**config.mk**
```make
export PLATFORM = sky130hd
export DESIGN_NAME = pattern_gen
export DESIGN_NICKNAME = d
export VERILOG_FILES = /design/src/rtl/pattern_gen_pkg.sv /design/src/rtl/pattern_gen_next.sv /design/src/rtl/pattern_gen.sv
export SDC_FILE = /design/constraint.sdc
export NUM_CORES = 1
export LEC_CHECK = 0
export ABC_CLOCK_PERIOD_IN_PS = 6300
export CORE_ASPECT_RATIO = 2
export CORE_MARGIN = 1.5
export CORE_UTILIZATION = 58
export CTS_CLUSTER_DIAMETER = 200
export CTS_CLUSTER_SIZE = 12
export DETAILED_ROUTE_END_ITERATION = 12
export GPL_TIMING_DRIVEN = 0
export PLACE_DENSITY = 0.87
export SETUP_SLACK_MARGIN = 0.02
export SYNTH_ARGS = -nofsm -noshare
export SYNTH_HDL_FRONTEND = slang
export SYNTH_SLANG_ARGS = --single-unit
```
**constraint.sdc**
```tcl
create_clock -name clk -period 6.3 [get_ports clk]
set_input_delay 1.575 -clock clk [delete_from_list [all_inputs] [get_ports clk]]
set_output_delay 1.575 -clock clk [all_outputs]
set_load 0.01 [all_outputs]
```
**src/rtl/pattern_gen_pkg.sv**
```systemverilog
// rtl/pattern_gen_pkg.sv - shared mode and state encodings for the pattern generator
package pattern_gen_pkg;

  typedef enum logic [1:0] {
    ST_IDLE = 2'd0,
    ST_RUN  = 2'd1,
    ST_DONE = 2'd2
  } state_t;

  localparam logic [1:0] MODE_UP   = 2'd0;
  localparam logic [1:0] MODE_DOWN = 2'd1;
  localparam logic [1:0] MODE_LFSR = 2'd2;
  localparam logic [1:0] MODE_WALK = 2'd3;

  // LFSR locks up on zero and walking-one needs a set bit, so a zero seed becomes 1.
  function automatic logic seed_needs_fixup(input logic [1:0] mode);
    return (mode == MODE_LFSR) || (mode == MODE_WALK);
  endfunction

endpackage

```
**src/rtl/pattern_gen_next.sv**
```systemverilog
// rtl/pattern_gen_next.sv - combinational next-word function for each pattern mode
module pattern_gen_next
  import pattern_gen_pkg::*;
#(
  parameter int               WIDTH     = 16,
  parameter logic [WIDTH-1:0] LFSR_TAPS = 16'hB400
) (
  input  logic [WIDTH-1:0] data,
  input  logic [1:0]       mode,
  input  logic [WIDTH-1:0] step,
  output logic [WIDTH-1:0] next_data
);

  always_comb begin
    next_data = data;
    case (mode)
      MODE_UP:   next_data = data + step;
      MODE_DOWN: next_data = data - step;
      MODE_LFSR: next_data = (data >> 1) ^ (data[0] ? LFSR_TAPS : '0);
      MODE_WALK: next_data = {data[WIDTH-2:0], data[WIDTH-1]};
      default:   next_data = data;
    endcase
  end

endmodule

```
**src/rtl/pattern_gen.sv**
```systemverilog
// rtl/pattern_gen.sv - handshaked test-pattern generator with burst and continuous modes
module pattern_gen
  import pattern_gen_pkg::*;
#(
  parameter int               WIDTH     = 16,
  parameter int               BURST_W   = 8,
  parameter logic [WIDTH-1:0] LFSR_TAPS = 16'hB400
) (
  input  logic               clk,
  input  logic               reset,
  input  logic               load,
  input  logic [WIDTH-1:0]   seed,
  input  logic               start,
  input  logic [1:0]         mode,
  input  logic [WIDTH-1:0]   step,
  input  logic [BURST_W-1:0] burst_len,
  input  logic               abort,
  input  logic               ready,
  output logic [WIDTH-1:0]   data,
  output logic               valid,
  output logic               busy,
  output logic               done
);

  state_t             state;
  state_t             state_nxt;
  logic [1:0]         mode_q;
  logic [WIDTH-1:0]   step_q;
  logic [BURST_W-1:0] burst_q;
  logic [BURST_W-1:0] count_q;
  logic [WIDTH-1:0]   data_q;
  logic [WIDTH-1:0]   next_data;
  logic               xfer;
  logic               last_xfer;

  pattern_gen_next #(
    .WIDTH     (WIDTH),
    .LFSR_TAPS (LFSR_TAPS)
  ) u_next (
    .data      (data_q),
    .mode      (mode_q),
    .step      (step_q),
    .next_data (next_data)
  );

  assign xfer      = (state == ST_RUN) && ready;
  // burst_q == 0 means continuous, so only a nonzero length can end the burst
  assign last_xfer = xfer && (burst_q != '0) && (count_q == burst_q - BURST_W'(1));

  always_ff @(posedge clk) begin
    if (reset) begin
      state <= ST_IDLE;
    end else begin
      state <= state_nxt;
    end
  end

  always_comb begin
    state_nxt = state;
    case (state)
      ST_IDLE: if (start) state_nxt = ST_RUN;
      ST_RUN: begin
        if (abort) begin
          state_nxt = ST_IDLE;
        end else if (last_xfer) begin
          state_nxt = ST_DONE;
        end
      end
      ST_DONE: state_nxt = ST_IDLE;
      default: state_nxt = ST_IDLE;
    endcase
  end

  always_comb begin
    data  = data_q;
    valid = (state == ST_RUN);
    busy  = (state == ST_RUN);
    done  = (state == ST_DONE);
  end

  // Load uses the live mode input so the zero-seed fixup matches the burst about to start.
  always_ff @(posedge clk) begin
    if (reset) begin
      data_q <= '0;
    end else if ((state == ST_IDLE) && load) begin
      if ((seed == '0) && seed_needs_fixup(mode)) begin
        data_q <= WIDTH'(1);
      end else begin
        data_q <= seed;
      end
    end else if (xfer) begin
      data_q <= next_data;
    end
  end

  always_ff @(posedge clk) begin
    if (reset) begin
      mode_q  <= MODE_UP;
      step_q  <= '0;
      burst_q <= '0;
      count_q <= '0;
    end else if ((state == ST_IDLE) && start) begin
      mode_q  <= mode;
      step_q  <= step;
      burst_q <= burst_len;
      count_q <= '0;
    end else if (xfer) begin
      count_q <= count_q + BURST_W'(1);
    end
  end

endmodule

```
---- After elaboration in Yosys (flattened, before gate mapping) ----
Cells that the tools add are included.
word-level totals
  flip-flop bits (word level) ............. 52
  word-level logic and storage cells ...... 44
operators by class
  add/sub/neg operators ................... 4
  eq/ne operators ......................... 10
  multiplexer cells ....................... 9
  bitwise logic cells ..................... 1
  reduce and logical (&&, ||, !) cells .... 14
operator list
  kind                 count
  $mux 16              4
  $pmux 16 s4          1
  $add 16x16->16       1
  $logic_not 16->1     1
  $sub 16x16->16       1
  $xor 15x16->16       1
  $eq 2x2->1 const B   5
  $add 8x1->8 const B  1
  $eq 8x8->1           1
  $reduce_bool 8->1    1
  $sub 8x1->8 const B  1
  $logic_and 1x1->1    6
  $mux 2               3
  $eq 2x1->1 const B   2
  $logic_not 2->1      2
  $pmux 2 s2           1
  $ne 3x2->1 const B   1
  $ne 2x2->1 const B   1
  $reduce_and 2->1     1
  $reduce_bool 2->1    1
  $reduce_or 2->1      1
  $logic_or 1x1->1     1

---- Longest topological paths before layout ----
Gate-level depths: netlist of the first run.
  word-level depth ........................ 7
  mapped depth ............................ 12
  gate-level depth less buffers ........... 12

---- Cells and area by module ----
Synthesis of the first run repeated with hierarchy kept, for this count alone.
unflattened totals
  cells, all modules ...................... 497
  area total of the unflattened synthesis .. 3736.1 µm²
by module, submodules not included
  module            times used  cells an instance  area each (µm²)  sequential area each (µm²)
  pattern_gen       1           278                2249.7           1041.0
  pattern_gen_next  1           219                1486.4           0.0

---- Worst setup path before layout of the first run ----
No wires, ideal clock.
  path kind ............................... reg2reg
  start point ............................. register step_q[2]
  end point ............................... register data_q[13] (netlist: data[13])
  data arrival time ....................... 2.529 ns
  data required time ...................... 6.173 ns
  slack ................................... 3.644 ns
  stages on the path, launching flop included .. 12
  buffers on the path ..................... 0
  clock period less this slack ............ 2.656 ns
  path through ............................ dfxtp_1 > nor4_1 > nand3_1 > o21ai_0 > xor2_1 > ha_1 > a21oi_1 > o21ai_0 > or3_1 > o22ai_1 > xor2_1 > o22ai_1
on the way
  word-level cells in the longest chain between the ends .. 4
  elaborated cells on any way between the ends .. 5
ends and longest elaborated chain
  item                                                     RTL line                                        source
  from (decl)                                              pattern_gen.sv:28                               logic [WIDTH-1:0] step_q;
  from (signal assigned)                                   pattern_gen.sv:104                              step_q <= step;
  $sub 16x16->16 / $add 16x16->16 (equally long branches)  pattern_gen_next.sv:18, pattern_gen_next.sv:17
  $pmux 16 s4 *                                            pattern_gen_next.sv:16                          case (mode)
  $mux 16 *                                                pattern_gen.sv:91                               end else if (xfer) begin
  $mux 16 *                                                pattern_gen.sv:85                               end else if ((state == ST_IDLE) && load) begin
  to (signal assigned)                                     pattern_gen.sv:92                               data_q <= next_data;
  to (decl)                                                pattern_gen.sv:31                               logic [WIDTH-1:0] data_q;
Mark *: on every way between the ends. The rest lies on a longest branch, timed or not. The select of a mux whose other input is x is not followed.
A chain may end at the register's enable or synchronous reset.

---- Worst setup path in the final report of the first run ----
  start point ............................. input seed[4]
  end point ............................... register data_q[2] (netlist: data[2])
on the way
  word-level cells in the longest chain between the ends .. 4
ends and longest elaborated chain
  item               RTL line           source
  from (decl)        pattern_gen.sv:12  input logic [WIDTH-1:0] seed,
  $logic_not 16->1   pattern_gen.sv:86  if ((seed == '0) && seed_needs_fixup(mode)) begin
  $logic_and 1x1->1  pattern_gen.sv:86
  $mux 16            pattern_gen.sv:86
  $mux 16            pattern_gen.sv:85
Every way passes these cells.

==> results.json, run 1 <==
{
  "status": "finished, final reports clean",
  "synthesis.nets": 558,
  "place_hpwl_mm": 8.75,
  "cts_root_buffer": "clkbuf_16",
  "drv_cap": 0,
  "syn_area_per_cell_um2": 7.70,
  "drt_iter0_drc": 225,
  "seq_area_frac_synth_pct": 27.5,
  "final.min_clock_period_ps": 3880,
  "die_y_um": 117,
  "first_pass_iters": 5,
  "cts_max_level": 2,
  "wire_per_inst_um": 17.3,
  "gp_congestion": 1.01,
  "slew_headroom_pct": 46.1,
  "post-place-ws_ps": 2530,
  "drc": 0,
  "post-cts-setup-buffers": 0,
  "switching_share_pct": 36.3,
  "finalSetupTns_ps": 0,
  "synthArstFlopShare_pct": 0,
  "initial_utilization_pct": 59.9,
  "synth_edf_count": 0,
  "syn_area_mm2": 0.00378,
  "final_max_slew_viol_count": 0,
  "cts_tree": "built",
  "final_net_count": 631,
  "cpMaxStageDelayCell": "nor4_1",
  "hold_class": "register to register",
  "grt_pass1_wl_mm": 17.8,
  "area.growth.synth_to_final_pct": 24.2,
  "io_pins": 67,
  "totalWireLength_mm": 11.3,
  "rsz0062_at_grt": "no",
  "crit_chain": "clkdlybuf4s50_1, nor4_1, nand2_1, nor4_1, a21oi_1, a222oi_1, nor2_1",
  "io_buffers": 66,
  "rows": 41,
  "die_w_um": 60.1,
  "synthTopCellsByCount": "nand2_1 (81), a21oi_1 (67), dfxtp_1 (52)",
  "vias": 3893,
  "ys.flop_type": "dfxtp_1",
  "clk_pin_slew_worst_paths_ps": 70,
  "grt_overflow_total": 0,
  "setup.worst_path.start_class": "primary input",
  "coreArea_mm2": 0.00631,
  "netlist_instances": 491,
  "nFillCells": 552,
  "criticalPathCategory": "primary input to register",
  "drive_gt1_share_pct": 4.96,
  "total_power_mw": 1.10,
  "grt_pass1_vias": 3849,
  "critPathRequiredTime_ps": 6480,
  "synth_area_leaders": "dfxtp_1 (28%), a21oi_1 (8.9%), nand2_1 (8.0%), ha_1 (6.0%), xor2_1 (5.8%)",
  "cts.sinks": 52,
  "cts_buffers": 5,
  "crit_top_cell": "nor4_1",
  "holdBufCountCts": 0,
  "final_antenna_net_count": 0,
  "grt_usage_pct": 33.7,
  "power_leakage_nw": 1.78,
  "post_cts_resized": 0,
  "setup_viol": 0,
  "antenna_found_initial": 0,
  "tightest_slew_ps": 800,
  "combPwrFrac_pct": 39.2,
  "power_frac_clock_pct": 25.9,
  "p_seq_share_pct": 34.9,
  "critPathMaxStageDelay_ps": 740,
  "ir_worst_vdd_mv": 0.262,
  "max_freq_mhz": 258,
  "clk_path_buf_depth": 2,
  "ys_ff_latch": 52,
  "switching_power_mw": 0.400,
  "yosysMostFrequentCell": "nand2_1",
  "internal-power_mw": 0.703,
  "yosysTopAreaCell": "dfxtp_1",
  "fin_ws_ps": 2420,
  "cp_data_arrival_time_ps": 4060,
  "finClkSkew_ps": 5.08,
  "yosys_warnings": 0,
  "synthDistinctLibCells": 60,
  "synth.top_cell.area_share_pct": 27.5,
  "hold_viol": 0,
  "grt_max_degree": 18,
  "final.period_utilization_pct": 61.6,
  "diodes": 0,
  "via_per_inst": 5.98,
  "dieArea_mm2": 0.00704,
  "crit_fanout": 4,
  "endpoint_kind": "register",
  "powerDensity_mw_per_mm2": 235,
  "clock_latency_ps": 300
}
[worst max-delay path, delay by kind of cell]
family                 cells  cell delay (ps)
AO/OA/AOI/OAI              2              630
buffers and inverters      1              470
AND/OR/NAND/NOR            4             1390
[routing by layer]
metal	vias up	part of all wire, %	GRT usage (%)
met2	142	54	61.4
met5	-	0	0
met4	0	6.2	21.6
met3	51	4.3	5.05
li1	1897	-	-
met1	1803	36	33.7
[cell usage in the layout, fill, tap and decap left out, types with 7 or more instances in the layout]
cell | synthesis | final
mux2i_1 | 14 | 14
a211oi_1 | 8 | 8
clkdlybuf4s50_1 | 0 | 66
a21oi_1 | 67 | 67
xnor2_1 | 19 | 19
dfxtp_1 | 52 | 52
nand2_1 | 81 | 81
nor3_1 | 11 | 11
nor4_1 | 7 | 7
nand3_1 | 7 | 7
xor2_1 | 25 | 25
clkbuf_1 | 17 | 18
o21a_1 | 7 | 7
ha_1 | 18 | 18
inv_1 | 7 | 7
nor2_1 | 33 | 33
o21ai_0 | 21 | 21
[path summary, 6_finish.rpt]
kind                      to        from  cells past startpoint  slack (ps)
setup reg to reg    data[13]   step_q[2]                     11        3080
hold reg to reg   step_q[15]  step_q[15]                      2         480
hold / removal    step_q[15]  step_q[15]                      2         480
setup / recovery     data[2]     seed[4]                      7        2420
[power by group through the flow]
stage / Clock [mW] / Sequential, mW / Combinational [mW]
after CTS: 0.285 / 0.384 / 0.426
after global routing: 0.295 / 0.388 / 0.472
after detailed placement: 0 / 0.392 / 0.423
after global placement: 0 / 0.391 / 0.410
after floorplan: 0 / 0.387 / 0.294
final: 0.286 / 0.385 / 0.432
[state kept, by name, summed over array words and instances, names as in the netlist]
signal,cells
count_q,8
state,2
burst_q,8
data,16
mode_q,2
step_q,16
[cells by family after synthesis]
logic type,synth area share [%]
AOI/OAI and AO/OA,22.9
xor gates and xnor gates,10.6
adders and majority gates,6.49
buffers and inverters,4.57
DFF,27.5
muxes,4.30
and+or+nand+nor,23.5
[final cells by class]
type | instances | area (um^2) | area share [%]
multi-input combinational | 404 | 2560 | 54.7
inverter | 7 | 26.3 | 0.560
buffer | 28 | 146 | 3.12
timing repair buffer | 66 | 661 | 14.1
sequential | 52 | 1040 | 22.2
clock inverter | 2 | 17.5 | 0.373
clock buffer | 6 | 129 | 2.75
tap | 86 | 108 | 2.29
[metrics by stage]
stage | hold slack (ps) | std cells | util (%) | cell area, um^2
finish | 482 | 651 | 74.4 | 4690
global route | 511 | 651 | 74.4 | 4690
floorplan | 449 | 491 | - | 3780
detailed placement | 476 | 643 | 72.1 | 4550
global placement | 465 | 643 | 72.1 | 4550
CTS | 486 | 651 | 74.4 | 4690
Note: power is estimated with default switching activity, not from simulation.
==> inputs of run 2 (changes only) <==
--- a/config.mk
+++ b/config.mk
@@ -5,15 +5,15 @@
 export SDC_FILE = /design/constraint.sdc
 export NUM_CORES = 1
 export LEC_CHECK = 0
-export ABC_CLOCK_PERIOD_IN_PS = 6300
+export ABC_CLOCK_PERIOD_IN_PS = 3300
 export CORE_ASPECT_RATIO = 2
 export CORE_MARGIN = 1.5
-export CORE_UTILIZATION = 58
+export CORE_UTILIZATION = 48
 export CTS_CLUSTER_DIAMETER = 200
 export CTS_CLUSTER_SIZE = 12
 export DETAILED_ROUTE_END_ITERATION = 12
 export GPL_TIMING_DRIVEN = 0
-export PLACE_DENSITY = 0.87
+export PLACE_DENSITY = 0.77
 export SETUP_SLACK_MARGIN = 0.02
 export SYNTH_ARGS = -nofsm -noshare
 export SYNTH_HDL_FRONTEND = slang
==> constraint.sdc (replaced) <==
create_clock -name clk -period 3.3 [get_ports clk]
set_input_delay 0.825 -clock clk [delete_from_list [all_inputs] [get_ports clk]]
set_output_delay 0.825 -clock clk [all_outputs]
set_load 0.01 [all_outputs]
==> results.json, run 2 (synthesized netlist as in run 1, its figures left out) <==
{
  "via_per_inst": 5.91,
  "status": "finished, final reports clean",
  "io_buffers": 66,
  "first_pass_iters": 4,
  "coreArea_mm2": 0.00760,
  "final_max_slew_viol_count": 0,
  "clk_path_buf_depth": 2,
  "die_w_um": 65.7,
  "clock_latency_ps": 300,
  "area.growth.synth_to_final_pct": 25.4,
  "initial_utilization_pct": 49.7,
  "clk_pin_slew_worst_paths_ps": 80,
  "setup_viol": 0,
  "final_common_cell": "nand2_1",
  "nFillCells": 733,
  "drv_cap": 0,
  "diodes": 0,
  "post-cts-setup-buffers": 0,
  "vias": 3892,
  "final.min_clock_period_ps": 3120,
  "gp_congestion": 0.963,
  "totalWireLength_mm": 11.5,
  "cts.sinks": 52,
  "hold-worst-slack_ps": 476,
  "dieArea_mm2": 0.00845,
  "drc": 0,
  "hold_viol": 0,
  "tightest_slew_ps": 666,
  "slew_headroom_pct": 55.4,
  "mostFrequentLayoutCells": "nand2_1 (81), a21oi_1 (67), clkdlybuf4s50_1 (66)",
  "endpoint_kind": "register",
  "place_hpwl_mm": 9.17,
  "p_seq_share_pct": 34.7,
  "cts_tree": "built",
  "internal-power_mw": 1.36,
  "finClkSkew_ps": 9.01,
  "die_y_um": 128,
  "setup.worst_path.start_class": "register",
  "wire_per_inst_um": 17.4,
  "powerDensity_mw_per_mm2": 449,
  "final.period_utilization_pct": 94.6,
  "final_antenna_net_count": 0,
  "drt_iter0_drc": 224,
  "reg2reg_from": "step_q[2]",
  "antenna_found_initial": 0,
  "grt_max_degree": 17,
  "crit_fanout": 7,
  "final_net_count": 631,
  "hold_path.startpoint": "step_q[15]",
  "cts_root_buffer": "clkbuf_16",
  "max_freq_mhz": 320,
  "cts_max_level": 2,
  "criticalPathCategory": "register to register",
  "critPathRequiredTime_ps": 3470,
  "grt_overflow_total": 0,
  "cp_data_arrival_time_ps": 3290,
  "grt_pass1_wl_mm": 18.3,
  "fin_ws_ps": 178,
  "drive_gt1_share_pct": 5.84,
  "holdBufCountCts": 0,
  "ir_worst_vdd_mv": 0.335,
  "io_pins": 67,
  "grt_pass1_vias": 3863,
  "finalSetupTns_ps": 0,
  "hold_class": "register to register",
  "power_leakage_nw": 1.79,
  "grt_usage_pct": 28.4,
  "post-place-ws_ps": -4.81,
  "power_frac_clock_pct": 26.5,
  "switching_power_mw": 0.766,
  "post_cts_resized": 1,
  "rows": 45,
  "startpoint": "step_q[2]",
  "cts_buffers": 5,
  "switching_share_pct": 36.0,
  "combPwrFrac_pct": 38.8,
  "rsz0062_at_grt": "yes"
}
[run 2: path summary, 6_finish.rpt]
| path | endpoint | slack [ps] | cells after the start |
|---|---|---|---|
| max | data[12] | 180 | 12 |
| min | step_q[15] | 480 | 2 |
| max reg2reg | data[12] | 180 | 12 |
| min reg2reg | step_q[15] | 480 | 2 |
[run 2: per-layer routing]
layer,vias up,global-route usage [%],share of wire (%)
met5,-,0,0
met1,1834,26.8,35
met4,0,18.4,5.5
met2,117,54.5,57
li1,1897,-,-
met3,44,3.58,2.9
[run 2: power by group through the flow]
stage | clock (mW) | sequential, mW | combinational, mW
floorplan | 0 | 0.739 | 0.561
global placement | 0 | 0.747 | 0.794
detailed placement | 0 | 0.749 | 0.807
CTS | 0.565 | 0.735 | 0.813
global route | 0.598 | 0.744 | 0.909
finish | 0.564 | 0.738 | 0.826
[run 2: worst max-delay path, cell delays in order, from the launching register on]
cell      delay, ps
dfxtp_1         400
nor3_1          290
nand2b_1        130
o41ai_1         340
xor2_1          150
ha_1            290
clkbuf_1        260
nand3_1         180
a211oi_2        320
nor3_1          130
o21ai_1         230
xnor2_1         150
o22ai_1         100
[run 2: metrics by stage]
step / util [%] / cell area [um^2] / power, mW / std cells
after global placement: 60.0 / 4560 / 1.54 / 651
after global routing: 62.3 / 4740 / 2.25 / 659
after floorplan: - / 3780 / 1.30 / 491
final: 62.3 / 4740 / 2.13 / 659
after CTS: 62.0 / 4720 / 2.11 / 659
after detailed placement: 60.0 / 4560 / 1.56 / 651
[run 2: area by class of cell]
class                   instances  area (um^2)  share of cell area (%)
flip-flops and latches         52         1040                    22.0
multi-input cells             404         2590                    54.7
well taps                      94          118                    2.48
clock inverters                 2         13.8                   0.290
clock buffers                   6          139                    2.93
repair buffers                 66          661                    13.9
inverters                       7         26.3                   0.555
plain buffers                  28          149                    3.14
==> inputs of run 3 (changes only) <==
--- a/config.mk
+++ b/config.mk
@@ -5,7 +5,7 @@
 export SDC_FILE = /design/constraint.sdc
 export NUM_CORES = 1
 export LEC_CHECK = 0
-export ABC_CLOCK_PERIOD_IN_PS = 3300
+export ABC_CLOCK_PERIOD_IN_PS = 2500
 export CORE_ASPECT_RATIO = 2
 export CORE_MARGIN = 1.5
 export CORE_UTILIZATION = 48
==> constraint.sdc (replaced) <==
create_clock -name clk -period 2.5 [get_ports clk]
set_input_delay 0.625 -clock clk [delete_from_list [all_inputs] [get_ports clk]]
set_output_delay 0.625 -clock clk [all_outputs]
set_load 0.01 [all_outputs]
==> results.json, run 3 (synthesized netlist as in run 1, its figures left out) <==
{
  "crit_chain": "nor4_4, nand3_2, buf_4, o31ai_2, xor2_1, ha_2, a21oi_1, nor3b_2, a21oi_2, mux2i_1, nand2_1",
  "drv_cap": 0,
  "antenna_found_initial": 0,
  "final_max_slew_viol_count": 0,
  "totalWireLength_mm": 12.5,
  "postLayoutCoreUtil_pct": 69.8,
  "cp_data_arrival_time_ps": 3000,
  "fin_ws_ps": -312,
  "grt_usage_pct": 29.5,
  "cts_max_level": 2,
  "powerDensity_mw_per_mm2": 615,
  "status": "complete, but fails checks",
  "io_pins": 67,
  "final_antenna_net_count": 0,
  "final_common_cell": "nand2_1",
  "final_net_count": 657,
  "holdBufCountCts": 0,
  "clk_path_buf_depth": 2,
  "cpMaxStageDelayCell": "nor4_4",
  "grt_pass1_wl_mm": 19.1,
  "path_buf_inv": 1,
  "cts_tree": "built",
  "hold_class": "register to register",
  "startpoint": "step_q[3]",
  "crit_fanout": 6,
  "power_leakage_nw": 2.00,
  "ir_worst_vdd_mv": 0.550,
  "first_pass_iters": 5,
  "coreArea_mm2": 0.00760,
  "slew_headroom_pct": 52.0,
  "p_seq_share_pct": 30.0,
  "endpoint_kind": "register",
  "via_per_inst": 5.98,
  "power_frac_clock_pct": 25.6,
  "setup.worst_path.start_class": "register",
  "criticalPathCategory": "register to register",
  "gp_congestion": 0.942,
  "switching_share_pct": 35.9,
  "cts.sinks": 52,
  "critPathTopFamily": "simple AND/OR/NAND/NOR gates",
  "internal-power_mw": 2.09,
  "finClkSkew_ps": 7.47,
  "hold_path.startpoint": "step_q[15]",
  "dpl-instance-area_mm2": 0.00459,
  "grt_overflow_total": 0,
  "dieArea_mm2": 0.00845,
  "rows": 45,
  "grt_pass1_vias": 4076,
  "initial_utilization_pct": 49.7,
  "min_to": "step_q[15]",
  "clk_pin_slew_worst_paths_ps": 70,
  "cts_root_buffer": "clkbuf_16",
  "rsz0062_at_grt": "yes",
  "fin_area_mm2": 0.00530,
  "critPathRequiredTime_ps": 2690,
  "area.growth.synth_to_final_pct": 40.3,
  "tightest_slew_ps": 717,
  "clock_latency_ps": 300,
  "combPwrFrac_pct": 44.3,
  "rrSetupSlack_ps": -310,
  "final.min_clock_period_ps": 2810,
  "wire_per_inst_um": 18.2,
  "total_power_mw": 3.26,
  "final.period_utilization_pct": 112,
  "cts_buffers": 5,
  "r2r_end": "data[14]",
  "worst_r2r_path_depth": 11,
  "die_w_um": 65.7,
  "whs_path_depth": 2,
  "switching_power_mw": 1.17,
  "drc": 0,
  "violations": "setup timing",
  "hold_viol": 0,
  "place_hpwl_mm": 9.07,
  "grt_max_degree": 19,
  "drt_iter0_drc": 207,
  "io_buffers": 66,
  "diodes": 0,
  "max_freq_mhz": 356,
  "critPathMaxStageDelay_ps": 390,
  "vias": 4098,
  "reg2reg_from": "step_q[3]",
  "drive_gt1_share_pct": 20.3,
  "setup_viol": 8,
  "mostFrequentLayoutCells": "nand2_1 (80), clkdlybuf4s50_1 (66), a21oi_1 (58)",
  "die_y_um": 128
}
-- run 3: changes by cell type in the layout (fill, tap and decap cells not counted), sizes merged --
cell,delta
clkbuf,-3
clkinv,-1
buf,+28
bufinv,+1
inv,+1
-- run 3: final cells by class --
type / count / area, um^2
fillers: 600 / 2300
clock buffers: 5 / 125
inverters: 7 / 26.3
flip-flops and latches: 52 / 1070
plain buffers: 27 / 156
repair buffers: 93 / 887
multi-input cells: 404 / 2870
clock inverters: 3 / 50.0
well taps: 94 / 118
-- run 3: metrics by stage --
| step | instances | TNS, ps | hold slack [ps] | setup WS (ps) |
|---|---|---|---|---|
| 2_1_floorplan | 491 | -4.83 | 449 | -4.83 |
| 3_3_place_gp | 651 | -3210 | 465 | -478 |
| 3_5_place_dp | 651 | -3450 | 471 | -486 |
| 4_1_cts | 672 | -713 | 481 | -230 |
| 5_1_grt | 685 | -2830 | 508 | -433 |
| 6_report | 685 | -1550 | 479 | -312 |
-- run 3: worst max path at each step --
| stage | to | slack, ps | depth (start not counted) |
|---|---|---|---|
| floorplan | data[13] | -5 | 11 |
| global placement | data[13] | -480 | 11 |
| detailed placement | data[13] | -490 | 11 |
| CTS | data[15] | -230 | 11 |
| global route | data[10] | -430 | 11 |
| finish | data[14] | -310 | 11 |
-- run 3: layer usage --
metal / vias up / GRT usage (%) / share of wire [%]
li1: 1955 / - / -
met1: 1930 / 28.3 / 34
met2: 159 / 55.6 / 56
met3: 54 / 3.50 / 3.4
met4: 0 / 20.8 / 6.2
met5: - / 0 / 0
-- run 3: tightest hold or removal path, cell delays in order (launching register included) --
cell	delay (ps)
dfxtp_1	330
nand2_1	60
a21oi_1	50
-- run 3: power groups by stage --
stage          Clock, mW  Sequential [mW]  Combinational [mW]
4_1_cts            0.841            0.971                1.24
3_3_place_gp           0            0.988                1.06
6_report           0.836            0.979                1.44
5_1_grt            0.877            0.987                1.56
3_5_place_dp           0            0.990                1.08
2_1_floorplan          0            0.978               0.751
-- run 3: what timing repair did --
| item | in CTS | in global routing |
|---|---|---|
| pin swaps | 22 | 27 |
| buffers inserted | 13 | 14 |
| setup endpoints to repair | 10 | 15 |
| resized for setup | 54 | 32 |
